--- config.mk ---
export PLATFORM = sky130hd
export DESIGN_NAME = queue_monitor
export DESIGN_NICKNAME = d
export VERILOG_FILES = /design/src/rtl/queue_monitor.sv
export SDC_FILE = /design/constraint.sdc
export NUM_CORES = 1
export LEC_CHECK = 0
export ABC_AREA = 0
export BUFFER_PORTS_ARGS = -buffer_cell sky130_fd_sc_hd__buf_2
export CAP_MARGIN = 20
export CORE_MARGIN = 2
export CORE_UTILIZATION = 25
export CTS_CLUSTER_DIAMETER = 150
export DETAILED_ROUTE_END_ITERATION = 10
export PLACE_DENSITY_LB_ADDON = 0.1
export REMOVE_ABC_BUFFERS = 1
export SLEW_MARGIN = 20
export SYNTH_ARGS = -nofsm -noshare
export SYNTH_HDL_FRONTEND = slang
export SYNTH_SLANG_ARGS = --single-unit
--- constraint.sdc ---
create_clock -name clk -period 6.6 [get_ports clk]
set_clock_uncertainty 0.15 [all_clocks]
set_input_delay 1.98 -clock clk [delete_from_list [all_inputs] [get_ports clk]]
set_output_delay 1.98 -clock clk [all_outputs]
set_load 0.1 [all_outputs]
--- src/rtl/queue_monitor.sv ---
// Door-sensor queue monitor: debounced entry/exit events, saturating occupancy
// count with sticky errors, and a sequentially divided wait-time estimate.

module queue_monitor_sensor #(
    parameter int DEB = 2
) (
    input  logic clk,
    input  logic reset,
    input  logic raw,
    output logic evt
);
    localparam int DCW = (DEB < 2) ? 1 : $clog2(DEB + 1);

    logic           s1, s2, d;
    logic [DCW-1:0] cnt;

    always_ff @(posedge clk) begin
        if (reset) begin
            s1  <= 1'b1;
            s2  <= 1'b1;
            d   <= 1'b1;
            cnt <= '0;
            evt <= 1'b0;
        end else begin
            s1  <= raw;
            s2  <= s1;
            evt <= 1'b0;
            if (s2 != d) begin
                if (cnt == DCW'(DEB - 1)) begin
                    d   <= s2;
                    cnt <= '0;
                    // only the falling (person arrives) edge is an event
                    evt <= d & ~s2;
                end else begin
                    cnt <= cnt + 1'b1;
                end
            end else begin
                cnt <= '0;
            end
        end
    end
endmodule

module queue_monitor #(
    parameter int CW  = 3,
    parameter int TW  = 2,
    parameter int ST  = 3,
    parameter int DEB = 2,
    parameter int WW  = 8
) (
    input  logic          clk,
    input  logic          reset,
    input  logic          x_in,
    input  logic          x_out,
    input  logic [TW-1:0] tcount,
    input  logic          clr_err,
    output logic          in_evt,
    output logic          out_evt,
    output logic [CW-1:0] pcount,
    output logic          full,
    output logic          empty,
    output logic          ovf,
    output logic          udf,
    output logic [WW-1:0] wtime,
    output logic          wvalid
);
    localparam int NW = CW + 1;
    localparam int IW = $clog2(NW + 1);
    localparam logic [CW-1:0] MAXP = '1;
    localparam logic [31:0]   WMAX = (32'd1 << WW) - 32'd1;

    typedef enum logic [1:0] {IDLE, DIV, DONE} dstate_t;

    queue_monitor_sensor #(.DEB(DEB)) u_in  (.clk(clk), .reset(reset), .raw(x_in),  .evt(in_evt));
    queue_monitor_sensor #(.DEB(DEB)) u_out (.clk(clk), .reset(reset), .raw(x_out), .evt(out_evt));

    // ---------------- occupancy ----------------
    logic          inc, dec, ovf_set, udf_set;
    logic [CW-1:0] pcount_nxt;

    assign inc = in_evt & ~out_evt;
    assign dec = out_evt & ~in_evt;

    always_comb begin
        pcount_nxt = pcount;
        ovf_set    = 1'b0;
        udf_set    = 1'b0;
        if (inc) begin
            if (full) ovf_set    = 1'b1;
            else      pcount_nxt = pcount + 1'b1;
        end
        if (dec) begin
            if (empty) udf_set    = 1'b1;
            else       pcount_nxt = pcount - 1'b1;
        end
    end

    always_ff @(posedge clk) begin
        if (reset) begin
            pcount <= '0;
            full   <= 1'b0;
            empty  <= 1'b1;
            ovf    <= 1'b0;
            udf    <= 1'b0;
        end else begin
            pcount <= pcount_nxt;
            full   <= (pcount_nxt == MAXP);
            empty  <= (pcount_nxt == '0);
            // a fresh error outranks a simultaneous clear
            ovf    <= ovf_set | (ovf & ~clr_err);
            udf    <= udf_set | (udf & ~clr_err);
        end
    end

    // ---------------- wait-time divider ----------------
    dstate_t       state;
    logic [CW-1:0] p_l;
    logic [TW-1:0] t_l, teff, rem, rem_nxt;
    logic [NW-1:0] num, quo;
    logic [IW-1:0] iter;
    logic [TW:0]   rem_sh;
    logic          ge, changed;
    logic [31:0]   prod;
    logic [WW-1:0] wsat;

    assign teff    = (tcount == '0) ? TW'(1) : tcount;
    assign changed = (pcount != p_l) || (teff != t_l);

    always_comb begin
        rem_sh  = {rem, num[NW-1]};
        ge      = (rem_sh >= {1'b0, t_l});
        rem_nxt = ge ? TW'(rem_sh - {1'b0, t_l}) : TW'(rem_sh);
        prod    = 32'(ST) * 32'(quo);
        wsat    = (prod > WMAX) ? WMAX[WW-1:0] : prod[WW-1:0];
    end

    always_ff @(posedge clk) begin
        if (reset) begin
            state  <= IDLE;
            p_l    <= '0;
            t_l    <= TW'(1);
            num    <= '0;
            rem    <= '0;
            quo    <= '0;
            iter   <= '0;
            wtime  <= '0;
            wvalid <= 1'b1;
        end else if (changed) begin
            // operands moved: (re)start from scratch, stale result never lands
            p_l    <= pcount;
            t_l    <= teff;
            num    <= {1'b0, pcount} + NW'(teff) - NW'(1);
            rem    <= '0;
            quo    <= '0;
            iter   <= '0;
            wvalid <= 1'b0;
            state  <= DIV;
        end else begin
            case (state)
                DIV: begin
                    num  <= num << 1;
                    rem  <= rem_nxt;
                    quo  <= {quo[NW-2:0], ge};
                    iter <= iter + 1'b1;
                    if (iter == IW'(CW)) state <= DONE;
                end
                DONE: begin
                    wtime  <= wsat;
                    wvalid <= 1'b1;
                    state  <= IDLE;
                end
                default: state <= IDLE;
            endcase
        end
    end
endmodule

Yosys cells after proc, flatten, opt, wreduce, memory -nomap -nowiden. Index checks and enable logic that the tools add are counted. W data, S select, Z words.

Bits in registers: 46. Output and inout bits: 18. Logic and storage cells: 96.

$add $sub $neg: 8. $mul: 1. $lt $le $gt $ge: 1. Equal/unequal tests: 11. Mux-type cells: 17. Bitwise logic cells: 19. Reduce and logical (&&, ||, !) cells: 14.

Operators with widths (number): $reduce_or A3 Y1 (5); $mux W3 (4); $not A1 Y1 (11); $mux W1 (9); $mux W4 (2); $add A3 B1 Y3 const B (2); $and A1 B1 Y1 (6); $eq A2 B1 Y1 const B (3); $mul A2 B4 Y6 const A (1); $reduce_and A2 Y1 (3); $add A2 B1 Y2 const B (2); $add A3 B2 Y4 (1); $mux W2 (2); $reduce_bool A2 Y1 (2); $sub A4 B1 Y4 const B (1); $eq A3 B2 Y1 const B (1); $eq A3 B3 Y1 const B (1); $ge A3 B2 Y1 (1); $logic_not A3 Y1 (1); $ne A3 B3 Y1 (1); $ne A3 B3 Y1 const B (1); $sub A3 B1 Y3 const B (1); $eq A2 B2 Y1 const B (1); $logic_not A2 Y1 (1); other kinds (6) (8).

Longest topological paths before layout.
Depth in word-level cells: 6. Gate-level depth with buffers: 9. Depth with buffers taken out: 9.

Modules after synthesis. From an unflattened synthesis, not the netlist that was laid out.

Cell total of the unflattened synthesis: 242. Area total of the unflattened synthesis: 2187.1 µm².

Modules (own cells, without submodules): queue_monitor (instances 1, cells an instance 202, area an instance 1761.7 µm²); queue_monitor_sensor (instances 2, cells an instance 20, area an instance 212.7 µm²).

Worst setup path after synthesis. OpenSTA, ideal clock, no wires.

Kind: input port to flip-flop. Start point: input port tcount[1]. End point: register num[3]. Setup time: 0.091 ns. Data arrival time: 3.264 ns. Path slack: 3.095 ns. Stages on the path: 8. Path buffers: 0. Cells stage by stage: inv_1 > ha_1 > inv_1 > ha_1 > fa_1 > xnor2_1 > a21oi_1 > a311oi_1.

Word-level cells in the longest chain between the ends: 5.

RTL lines: start, declared (line 55) `input logic [TW-1:0] tcount,`; $logic_not A2 Y1 (line 126) `assign teff = (tcount == '0) ? TW'(1) : tcount;`; $mux W2 (*) (line 126); $add A3 B2 Y4 or $ne A2 B2 Y1 (tied branches) (line 152, 127); $sub A4 B1 Y4 or $logic_or A1 B1 Y1 (tied branches) (line 152, 127); $mux W4 or $reduce_bool A2 Y1 (tied branches); end signal, assigned (line 152) `num <= {1'b0, pcount} + NW'(teff) - NW'(1);`; end signal, assigned (line 161) `num <= num << 1;`; end, declared (line 119) `logic [NW-1:0] num, quo;`.

Mark *: on every way between the ends. The rest lies on a longest branch, timed or not. A chain may end at the register's enable or synchronous reset.

Final worst setup path. Ends and elaborated chain as after synthesis.

==> results_dict.tcl <==
set metrics [dict create \
    power_frac_clock_pct 42.7 \
    gp_congestion 0.6930 \
    cts_resized 0 \
    multi_input_area_sq_um 1125 \
    fin_nets 282 \
    fmax_ghz 0.2908 \
    drc 0 \
    fin_ws_ns 3.161 \
    switchingPower_mw 0.1399 \
    start_kind "input pin" \
    met1_usage_pct 13.63 \
    comb_power_share_pct 8.7 \
    wire_per_inst_microns 12.15 \
    dp_slack_ns 2.822 \
    critPathMaxFanout 4 \
    antenna_found_initial 0 \
    worstPathArrival_ns 3.50 \
    layout_common_cells "dfxtp_1, buf_2, nand2_1, inv_1, a21oi_1" \
    synth_flop_cell "dfxtp_1" \
    dp.final_hpwl_microns 3207 \
    async_flop_share_pct 0 \
    synth-edff-count 0 \
    worstSetupPathType "in -> reg" \
    grt_overflow 0 \
    avgSynthCellArea_sq_um 9.272 \
    regArea_sq_um 920.9 \
    vdd_ir_drop_max_uv 103.6 \
    first_pass_iters 2 \
    setup_viol 0 \
    place_area_sq_um 2362 \
    worstSetupEndpointType "register" \
    p_int_mw 0.4529 \
    cts_buffers 5 \
    seq_area_frac_synth_pct 42.45 \
    gr-usage-all-layers_pct 9.979 \
    route.final.wire_length_microns 4387 \
    cts_sinks 46 \
    slew_violations 0 \
    critPathRequiredTime_ns 6.66 \
    dieArea_sq_um 9439 \
    busiest_layer "met2" \
    utilization_pct 30.12 \
    period_share_pct 52.11 \
    cpMaxStageDelayCell "fa_1" \
    grt_max_degree 33 \
    worst_pin_slew_ns 0.8397 \
    netlist_area_sq_um 2170 \
    die_y_microns 97.16 \
    synth_seq_cells 46 \
    ios 25 \
    grt_pass1_wl_microns 7714 \
    grt_pass1_vias 1561 \
    met2_usage_pct 15.49 \
    yosysWarningCount 0 \
    min_period_ns 3.439 \
    p_seq_share_pct 48.6 \
    swShare_pct 23.60 \
    synth_cell_type_count 44 \
    final_cells 361 \
    vias_per_cell 4.399 \
    drive_above_1_share_pct 17.19 \
    cts_buffer_depth 2 \
    slew_headroom_pct 43.90 \
    clock-root-buffer "clkbuf_8" \
    p_leak_nw 1.005 \
    tns_ns 0 \
    cts_tree "yes" \
    start_util_pct 26.14 \
    placement.io_buffers 22 \
    fin_hold_ws_ns 0.2669 \
    slowest_delay_ns 0.37 \
    p_per_area_nw_per_um2 237.1 \
    antenna_left 0 \
    clk_latency_ns 0.30 \
    rsz0062_at_grt "false" \
    htree_num_levels 2 \
    num_vias 1588 \
    use_met3_pct 2.158 \
    cts_hold_repair.buffers 0 \
    status "completed" \
    finalPower_mw 0.5928 \
    finish.instance_area_sq_um 2500 \
    hp-class "reg -> reg" \
    core_sq_um 8299 \
    clkTransAtPathRegs_ns 0.10 \
    post-cts-setup-buffer-count 0 \
    drv_cap 0 \
    crit_chain "buf_2 > inv_1 > nor2_1 > ha_1 > inv_1 > ha_1 > fa_1 > xnor2_1 > a21oi_1 > a311oi_1" \
    area_growth_pct 15.23 \
    fillCellCount 889 \
    synth_cells 234 \
    antenna_cells 0 \
    hold_viol 0 \
    dpl.cell_count 353 \
    final_common_cell "dfxtp_1" \
    fp-row-count 33 \
    drt_iter0_drc 49 \
    dieWidth_microns 97.16 \
]
[Yosys cell counts (4+ instances only)]
library cell	instances	area, sq um
a211oi_1	4	30.03
a21oi_1	19	95.09
a311oi_1	4	35.03
clkbuf_1	5	18.77
dfxtp_1	46	920.9
ha_1	18	225.2
inv_1	19	71.32
nand2_1	21	78.83
nand2b_1	7	43.79
nand3_1	5	25.02
nor2_1	18	67.56
nor4_1	5	31.28
o21ai_0	6	30.03
or2_2	5	31.28
xnor2_1	6	52.55
[path summary, 6_finish.rpt]
check                             end                  from  slack (ns)  cells after the start
setup reg to reg  num[3]$_SDFFE_PP0P_  pcount[1]$_SDFF_PP0_        4.39                      8
hold / removal     u_in.s2$_SDFF_PP1_    u_in.s1$_SDFF_PP1_        0.27                      1
hold reg to reg    u_in.s2$_SDFF_PP1_    u_in.s1$_SDFF_PP1_        0.27                      1
setup / recovery  num[3]$_SDFFE_PP0P_             tcount[1]        3.16                     10
[worst max-delay path, delay by kind of cell]
family | cells | cell delay (ns)
xor+xnor | 1 | 0.14
compound gates | 2 | 0.30
simple gates | 1 | 0.14
buf+inv | 3 | 0.23
fa+ha+maj | 3 | 0.72
[routing by layer]
metal	share of wire (%)	vias up
met5	0	-
met4	1.3	0
met3	2.6	5
met2	45	18
met1	51	724
li1	-	841
[logic make-up after synthesis]
| kind of cell | share of synthesized area (%) |
|---|---|
| muxes | 1.384 |
| other | 0.1728 |
| AOI/OAI and AO/OA | 13.26 |
| xor gates and xnor gates | 4.671 |
| DFF | 42.45 |
| buffers and inverters | 5.882 |
| and+or+nand+nor | 19.95 |
| adders and majority gates | 12.23 |
[state kept, by name, summed over array words and instances, names as in the netlist, 2 cells and up]
name and count:
iter 3, num 4, p_l 3, pcount 3, quo 4, rem 2
state 2, t_l 2, u_in.cnt 2, u_out.cnt 2, wtime 6
[power by group through the flow]
| stage | clock (mW) | sequential (mW) | combinational [mW] |
|---|---|---|---|
| 6_report | 0.253 | 0.288 | 0.0518 |
| 3_5_place_dp | 0 | 0.294 | 0.0529 |
| 4_1_cts | 0.261 | 0.288 | 0.0531 |
| 2_1_floorplan | 0 | 0.298 | 0.0353 |
| 5_1_grt | 0.275 | 0.289 | 0.0598 |
| 3_3_place_gp | 0 | 0.295 | 0.0530 |
[final cells by class]
cell class              instances  area share (%)
flip-flops and latches         46           36.84
clock buffers                   5           2.753
multi-input cells             160           44.99
well taps                     105           5.255
clock inverters                 3           2.753
repair buffers                 22           4.404
inverters                      20           3.003
Note: power is estimated with default switching activity, not from simulation.
